===== config.mk =====
export PLATFORM = sky130hd
export DESIGN_NAME = testbasic8_feeder
export DESIGN_NICKNAME = d
export VERILOG_FILES = /design/src/rtl/testbasic8_feeder_types.sv /design/src/rtl/feeder_fifo.sv /design/src/rtl/testbasic8_feeder.sv
export SDC_FILE = /design/constraint.sdc
export NUM_CORES = 1
export LEC_CHECK = 0
export CAP_MARGIN = 20
export CORE_MARGIN = 1
export CORE_UTILIZATION = 55
export CTS_CLUSTER_SIZE = 16
export DETAILED_ROUTE_END_ITERATION = 7
export GPL_TIMING_DRIVEN = 0
export PLACE_DENSITY_LB_ADDON = 0.1
export SLEW_MARGIN = 10
export SYNTH_ARGS = -nofsm -noshare
export SYNTH_HDL_FRONTEND = slang
export SYNTH_SLANG_ARGS = --single-unit
export TNS_END_PERCENT = 10

===== constraint.sdc =====
create_clock -name clk -period 7.4 [get_ports clk]
set_input_delay 1.48 -clock clk [delete_from_list [all_inputs] [get_ports clk]]
set_output_delay 1.48 -clock clk [all_outputs]
set_load 0.01 [all_outputs]

===== src/rtl/testbasic8_feeder_types.sv =====
// Shared types and constants for the TestBasic8 feeder.
package testbasic8_feeder_types;

  localparam int unsigned DATA_W = 32;

  localparam logic [DATA_W-1:0] INT_MAX = 32'h7FFF_FFFF;
  localparam logic [DATA_W-1:0] INT_MIN = 32'h8000_0000;

  typedef enum logic [1:0] {
    IDLE  = 2'd0,
    RUN   = 2'd1,
    DRAIN = 2'd2
  } TestBasic8_feeder_SECTIONS;

endpackage


===== src/rtl/feeder_fifo.sv =====
// Show-ahead FIFO with power-of-two depth; head word is visible on dout while not empty.
module feeder_fifo
  import testbasic8_feeder_types::*;
#(
  parameter int unsigned DEPTH = 4
) (
  input  logic                       clk,
  input  logic                       rst,
  input  logic                       push,
  input  logic                       pop,
  input  logic [DATA_W-1:0]          din,
  output logic [DATA_W-1:0]          dout,
  output logic                       full,
  output logic                       empty,
  output logic [$clog2(DEPTH):0]     level
);

  localparam int unsigned PTR_W = $clog2(DEPTH);
  localparam int unsigned CNT_W = PTR_W + 1;

  logic [DATA_W-1:0] mem [DEPTH];
  logic [PTR_W-1:0]  wr_ptr;
  logic [PTR_W-1:0]  rd_ptr;
  logic [CNT_W-1:0]  cnt;
  logic              do_push;
  logic              do_pop;

  // A push into a full FIFO is legal only when a pop frees the slot in the same cycle.
  assign do_pop  = pop && !empty;
  assign do_push = push && (!full || do_pop);

  assign full  = (cnt == CNT_W'(DEPTH));
  assign empty = (cnt == '0);
  assign level = cnt;
  assign dout  = mem[rd_ptr];

  always_ff @(posedge clk) begin
    if (rst) begin
      wr_ptr <= '0;
      rd_ptr <= '0;
      cnt    <= '0;
      for (int i = 0; i < int'(DEPTH); i++) begin
        mem[i] <= '0;
      end
    end else begin
      if (do_push) begin
        mem[wr_ptr] <= din;
        wr_ptr      <= wr_ptr + PTR_W'(1);
      end
      if (do_pop) begin
        rd_ptr <= rd_ptr + PTR_W'(1);
      end
      cnt <= cnt + CNT_W'(do_push) - CNT_W'(do_pop);
    end
  end

endmodule


===== src/rtl/testbasic8_feeder.sv =====
// Offset-adding producer feeding TestBasic8 over a sync/notify handshake.
// Define TESTBASIC8_FEEDER_SAT_EN to saturate the offset sum instead of wrapping.
module testbasic8_feeder
  import testbasic8_feeder_types::*;
#(
  parameter int unsigned DEPTH  = 4,
  parameter int          OFFSET = 0
) (
  input  logic        clk,
  input  logic        rst,
  input  logic [31:0] a_in,
  input  logic        a_in_sync,
  output logic        a_in_notify,
  input  logic        m_en,
  output logic [31:0] b_out,
  input  logic        b_out_sync,
  output logic        b_out_notify,
  output logic [31:0] count_out
);

  localparam int unsigned LVL_W = $clog2(DEPTH) + 1;
  localparam logic [31:0] OFFSET_W = 32'(OFFSET);

  TestBasic8_feeder_SECTIONS section;

  logic              full;
  logic              empty;
  logic [LVL_W-1:0]  level;
  logic              push;
  logic              pop;
  logic              drain_done;
  logic [32:0]       sum;
  logic [31:0]       wdata;

  assign a_in_notify  = (section == RUN) && !full;
  assign b_out_notify = !empty;
  assign push         = a_in_sync && a_in_notify;
  assign pop          = b_out_notify && b_out_sync;
  assign drain_done   = empty || ((level == LVL_W'(1)) && pop);

  // Sign-extend both operands so bit 32 exposes signed overflow.
  assign sum = {a_in[31], a_in} + {OFFSET_W[31], OFFSET_W};

`ifdef TESTBASIC8_FEEDER_SAT_EN
  always_comb begin
    wdata = sum[31:0];
    if (sum[32] != sum[31]) begin
      wdata = sum[32] ? INT_MIN : INT_MAX;
    end
  end
`else
  logic sum_msb_unused;
  assign sum_msb_unused = sum[32];
  assign wdata          = sum[31:0];
`endif

  feeder_fifo #(
    .DEPTH (DEPTH)
  ) u_fifo (
    .clk   (clk),
    .rst   (rst),
    .push  (push),
    .pop   (pop),
    .din   (wdata),
    .dout  (b_out),
    .full  (full),
    .empty (empty),
    .level (level)
  );

  // Intake section control and delivered-word counter.
  always_ff @(posedge clk) begin
    if (rst) begin
      section   <= IDLE;
      count_out <= '0;
    end else begin
      if (pop) begin
        count_out <= count_out + 32'd1;
      end
      case (section)
        IDLE: begin
          if (m_en) section <= RUN;
        end
        RUN: begin
          if (!m_en) section <= empty ? IDLE : DRAIN;
        end
        DRAIN: begin
          if (m_en)            section <= RUN;
          else if (drain_done) section <= IDLE;
        end
        default: section <= IDLE;
      endcase
    end
  end

endmodule

==> results of run 1 <==
==> metal layers <==
metal	up-vias	track usage (%)	wire length [µm]
met5	-	0	0
met1	2435	30.29	6791
met3	23	4.981	723
met4	0	9.889	299
met2	134	41.72	8335
li1	2287	-	-
==> layout make-up <==
class	count	area, µm²
inverter	13	48.80
multi-input combinational	333	2678
tap	176	220.2
buffer	32	141.4
sequential	171	4705
clock inverter	15	203.9
fill	879	3805
clock buffer	17	425.4
timing repair buffer	104	1069
==> registers in the layout (all words and copies together), names as in the netlist, named ones only <==
register and count:
u_fifo.mem 128, count_out 32, section 2, u_fifo.level 3, u_fifo.wr_ptr 2, u_fifo.rd_ptr 2
==> metrics by stage <==
step / cell area (µm²) / hold slack, ns / instances / worst slack [ns]
finish: 9490 / 0.4913 / 861 / 3.432
CTS: 9490 / 0.4769 / 861 / 3.384
detailed placement: 8861 / 0.4652 / 829 / 3.009
global placement: 8791 / 0.4445 / 827 / 2.075
floorplan: 7550 / 0.4291 / 549 / 3.821
global route: 9490 / 0.5037 / 861 / 3.273
==> report_power, final <==
group	internal (mW)	total [mW]	switching [mW]
clock network	0.592	0.952	0.360
logic	0.280	0.513	0.233
registers	1.08	1.11	0.0267
total	1.95	2.58	0.620
==> worst min-delay path by stage <==
stage,endpoint,depth (start not counted)
finish,section[0],1
floorplan,section[0],1
detailed placement,section[0],1
global route,count_out[31],2
CTS,section[0],1
global placement,section[0],1
==> cell usage in the layout (no fill, tap or decap), types with 3 or more instances in the layout <==
| master | n |
|---|---|
| sky130_fd_sc_hd__nor2_1 | 21 |
| sky130_fd_sc_hd__ha_1 | 3 |
| sky130_fd_sc_hd__and4_1 | 3 |
| sky130_fd_sc_hd__mux4_2 | 32 |
| sky130_fd_sc_hd__or3_1 | 4 |
| sky130_fd_sc_hd__nand4_1 | 12 |
| sky130_fd_sc_hd__dfxtp_1 | 43 |
| sky130_fd_sc_hd__clkbuf_16 | 17 |
| sky130_fd_sc_hd__or4_1 | 20 |
| sky130_fd_sc_hd__clkdlybuf4s50_1 | 102 |
| sky130_fd_sc_hd__xnor2_1 | 8 |
| sky130_fd_sc_hd__o31ai_1 | 15 |
| sky130_fd_sc_hd__edfxtp_1 | 128 |
| sky130_fd_sc_hd__o21ai_0 | 5 |
| sky130_fd_sc_hd__a21oi_1 | 18 |
| sky130_fd_sc_hd__nor3_1 | 3 |
| sky130_fd_sc_hd__nand2_1 | 13 |
| sky130_fd_sc_hd__xor2_1 | 7 |
| sky130_fd_sc_hd__bufinv_16 | 5 |
| sky130_fd_sc_hd__inv_1 | 13 |
| sky130_fd_sc_hd__nand3_1 | 7 |
| sky130_fd_sc_hd__and2_1 | 131 |
| sky130_fd_sc_hd__nor2b_1 | 6 |
| sky130_fd_sc_hd__clkinv_1 | 4 |
| sky130_fd_sc_hd__nor4_1 | 4 |
| sky130_fd_sc_hd__clkbuf_1 | 24 |
| sky130_fd_sc_hd__buf_2 | 5 |
==> kinds of logic (layout without fill, tap and decap cells) <==
kind of cell | after synthesis | count (layout) | synth area share (%)
AOI/OAI and AO/OA | 45 | 45 | 3.795
xor gates and xnor gates | 15 | 15 | 1.740
adders and majority gates | 4 | 4 | 0.7624
buffers and inverters | 45 | 181 | 2.519
DFF | 171 | 171 | 62.31
muxes | 35 | 35 | 9.977
and+or+nand+nor | 234 | 234 | 18.89
==> flow_summary.json, run 1 <==
{
  "timing.hold.worst.start": "section[1]",
  "ys_seq_elements": 171,
  "core_area_um2": 13300,
  "timing.final.crit_share_pct": 53.62,
  "syn2layout_area_growth_pct": 25.70,
  "crit_cells": 4,
  "synth-seq-area-share_pct": 62.31,
  "drtPass1Iterations": 6,
  "cts_num_sinks": 171,
  "grt_overflow_total": 0,
  "run_status": "finished clean",
  "synthMostInstantiatedCell": "sky130_fd_sc_hd__and2_1",
  "drv_slew": 0,
  "via_count": 4879,
  "totalPowerFinal_mw": 2.575,
  "first_global_vias": 5032,
  "worstMarginPinSlew_ns": 1.066,
  "largest_clock_skew_in_the_final_design_ns": 0.007895,
  "yosys_warnings": 0,
  "vdd_drop_max_mv": 0.1477,
  "number_of_synthesized_flops_with_an_enable_pin": 128,
  "worst_path_max_delay_cell": "sky130_fd_sc_hd__mux4_2",
  "slew_headroom_pct": 28.95,
  "cts_tree": "done",
  "max_stage_delay_ns": 0.58,
  "synth_area_per_cell_um2": 13.75,
  "setup-tns-final_ns": 0,
  "final.min_clock_period_ns": 3.968,
  "nets": 713,
  "maxClockFrequency_mhz": 252.0,
  "maxCapViolations": 0,
  "cts-buffers-inserted": 17,
  "share_of_layout_cells_above_drive_strength_1_pct": 11.68,
  "crit-reg2reg-launch": "u_fifo.level[1]",
  "worstSkewPairLatency_ns": 0.42,
  "routed_wirelength_um": 16150,
  "antenna_found_initial": 0,
  "reg2regPathDepth": 5,
  "globalRouteTotalUtil_pct": 24.40,
  "start_util_pct": 56.79,
  "rows": 42,
  "final_cell_utilization_of_the_core_pct": 71.38,
  "leakagePower_nw": 3.323,
  "timing.final.hold_violations": 0,
  "synth.net_count": 590,
  "area_share_of_the_largest_cell_type_after_synthesis_pct": 50.91,
  "routedWlPerCell_um": 18.75,
  "detail_route.vias_per_cell": 5.667,
  "clkSlewWorstSetupHoldPaths_ns": 0.06,
  "post_synth_instance_area_um2": 7550,
  "final_setup_violation_count": 0,
  "diodes": 0,
  "startpoint_type": "register",
  "largest_cells_by_area_after_synthesis": "sky130_fd_sc_hd__edfxtp_1 51%, sky130_fd_sc_hd__dfxtp_1 11%, sky130_fd_sc_hd__and2_1 11%, sky130_fd_sc_hd__mux4_2 9.5%, sky130_fd_sc_hd__or4_1 2.0%",
  "power_density_nw_per_um2": 271.4,
  "drcViolationCount": 0,
  "clockBufferDepth": 2,
  "die_boundary_width_um": 119.2,
  "ios": 103,
  "maximum_number_of_pins_on_one_net_before_global_route_repair": 33,
  "netlist_instances": 549,
  "grt_setup_unrepaired": "no",
  "die_outline_height_um": 119.2,
  "path_buf_inv": 3,
  "cp_cell_sequence": "clkbuf_1 -> buf_2 -> mux4_2 -> clkdlybuf4s50_1",
  "hp-class": "register to register",
  "io_buffers": 102,
  "drt_first_iter_violations": 373,
  "postCtsSetupRepairBufs": 0,
  "worstSetupEndpointType": "primary output",
  "cts-resized-gates": 0,
  "fraction_of_registers_with_async_set_or_reset_after_synthesis_pct": 0,
  "critical_path_arrival_ns": 2.49,
  "yosys_top_cell_by_area": "sky130_fd_sc_hd__edfxtp_1",
  "clock_tree_root": "sky130_fd_sc_hd__clkbuf_16",
  "r2r_slack_ns": 4.41,
  "dp.final_hpwl_um": 10230,
  "holdBufCountCts": 0,
  "synth.distinct_cells": 43,
  "ant_nets": 0,
  "h-tree-depth": 4,
  "worst-endpoint-required_ns": 5.92,
  "grt_first_pass_wirelength_um": 25650,
  "die_footprint_um2": 14200,
  "critical-path-top-delay-family": "buffers and inverters",
  "netlist_top_cells_count": "131 x sky130_fd_sc_hd__and2_1, 128 x sky130_fd_sc_hd__edfxtp_1, 43 x sky130_fd_sc_hd__dfxtp_1",
  "reg2reg_to": "u_fifo.mem[0][27]",
  "timing.critical_path.fanout_max": 10,
  "crit_end": "b_out[21]",
  "synth_top_flop_cell": "sky130_fd_sc_hd__edfxtp_1",
  "finalWeightedCongestion": 0.8836,
  "critPathKind": "register to primary output"
}
(Power assumes the default switching activity.)
==> run 2, diff against run 1 <==
- CORE_UTILIZATION: 55 -> 50
- clock period: 7.4 -> 3.5 ns (I/O delays scaled with it)
==> run 2 against run 1 <==
Effect of this change: register-to-register slack worse by 4.0 ns; die area is 9.8% higher; global-route usage is 2.1 points lower; non-clock buffer count stayed put; largest cell class unchanged; the flow now finishes with violations (design-rule violations); largest power group unchanged.
==> flow_summary.json, run 2 (synthesized netlist as in run 1, its figures left out) <==
{
  "cts_num_sinks": 171,
  "worstMarginPinSlew_ns": 1.043,
  "leakagePower_nw": 3.329,
  "netSwitchingFraction_pct": 24.97,
  "instances_no_fill": 869,
  "layout_common_cells": "131 x sky130_fd_sc_hd__and2_1, 128 x sky130_fd_sc_hd__edfxtp_1, 102 x sky130_fd_sc_hd__clkdlybuf4s50_1",
  "internal_power_mw": 3.945,
  "ios": 103,
  "worst_path_max_delay_cell": "sky130_fd_sc_hd__mux4_2",
  "final_cell_utilization_of_the_core_pct": 64.58,
  "clock_tree_root": "sky130_fd_sc_hd__clkbuf_16",
  "final.min_clock_period_ns": 3.224,
  "drt_first_iter_violations": 331,
  "critical_path_arrival_ns": 2.52,
  "rows": 44,
  "share_of_layout_cells_above_drive_strength_1_pct": 11.97,
  "worst-endpoint-required_ns": 2.80,
  "failing_checks": "design-rule violations",
  "grt_first_pass_wirelength_um": 26130,
  "timing.critical_path.fanout_max": 10,
  "power.share.clock_pct": 35.0,
  "drv_slew": 0,
  "cts-resized-gates": 0,
  "postCtsSetupRepairBufs": 0,
  "timing.final.crit_share_pct": 92.10,
  "run_status": "finished, violations left",
  "worstSkewPairLatency_ns": 0.43,
  "ant_nets": 0,
  "seq_area_um2": 4705,
  "nFillCells": 1109,
  "drcViolationCount": 16,
  "nets": 713,
  "dp.final_hpwl_um": 10120,
  "slew_headroom_pct": 29.83,
  "power_density_nw_per_um2": 556.0,
  "start_util_pct": 51.56,
  "core_area_um2": 14640,
  "routedWlPerCell_um": 18.67,
  "fin_worst_hold_slack_ns": 0.4856,
  "share_comb_of_total_power_pct": 20.4,
  "globalRouteTotalUtil_pct": 22.30,
  "critical-path-top-delay-family": "buffers and inverters",
  "place_worst_setup_slack_ns": -0.1418,
  "first_global_vias": 5013,
  "critPathKind": "register to primary output",
  "multi_input_area_um2": 2678,
  "die_footprint_um2": 15600,
  "h-tree-depth": 4,
  "routed_wirelength_um": 16230,
  "commonest_non_fill_non_tap_cell_in_the_layout": "sky130_fd_sc_hd__and2_1",
  "syn2layout_area_growth_pct": 25.26,
  "diodes": 0,
  "cts-buffers-inserted": 17,
  "drtPass1Iterations": 7,
  "maxCapViolations": 0,
  "finalWeightedCongestion": 0.8770,
  "io_buffers": 102,
  "placedCellCount": 837,
  "setup-tns-final_ns": 0,
  "maxClockFrequency_mhz": 310.2,
  "detail_route.vias_per_cell": 5.549,
  "registers.top_by_ff_count": "u_fifo.mem",
  "clkSlewWorstSetupHoldPaths_ns": 0.06,
  "largest_clock_skew_in_the_final_design_ns": 0.007692,
  "die_outline_height_um": 124.9,
  "holdBufCountCts": 0,
  "timing.final.hold_violations": 0,
  "hp-class": "register to register",
  "clockBufferDepth": 2,
  "vdd_drop_max_mv": 0.3520,
  "max_stage_delay_ns": 0.60,
  "netsw_mw": 1.313,
  "post-route-worst-setup-slack_ns": 0.2765,
  "startpoint_type": "register",
  "worstSetupEndpointType": "primary output",
  "final_setup_violation_count": 0,
  "antenna_found_initial": 0,
  "finish.instance_area_um2": 9457,
  "grt_overflow_total": 0,
  "via_count": 4822,
  "maximum_number_of_pins_on_one_net_before_global_route_repair": 33,
  "die_boundary_width_um": 124.9,
  "totalPowerFinal_mw": 5.258,
  "cp_cell_sequence": "clkbuf_1 -> buf_2 -> mux4_2 -> clkdlybuf4s50_1",
  "path_buf_inv": 3,
  "placed_area_um2": 8871,
  "cts_tree": "done",
  "largest_register_ffs": 128,
  "power_frac_seq_pct": 44.6,
  "grt_setup_unrepaired": "no"
}
## run 2: power groups by stage
stage | Combinational (mW) | Clock [mW] | Sequential (mW)
global placement | 1.07 | 0 | 2.38
floorplan | 0.628 | 0 | 2.37
global route | 1.17 | 1.94 | 2.36
CTS | 1.09 | 1.87 | 2.34
detailed placement | 1.09 | 0 | 2.39
finish | 1.07 | 1.84 | 2.34
## run 2: final timing paths
path	slack, ns	endpoint	from	cells after the start
max	0.28	b_out[30]	register	4
min reg2reg	0.49	section[0]	section[0]	1
min	0.49	section[0]	section[0]	1
max reg2reg	0.38	u_fifo.mem[0][10]	u_fifo.level[1]	5
## run 2: layout make-up
cell class              count  share of cell area [%]
clock inverters            10                  0.6086
repair buffers            104                   11.30
inverters                  13                  0.5160
plain buffers              32                   1.495
multi-input cells         333                   28.31
flip-flops and latches    171                   49.75
clock buffers              22                   5.583
well taps                 184                   2.435
## run 2: metal layers
layer | global-route usage [%] | part of all wire [%]
met1 | 28.13 | 42
met2 | 37.84 | 52
met3 | 4.897 | 4.8
met4 | 8.250 | 1.3
met5 | 0 | 0
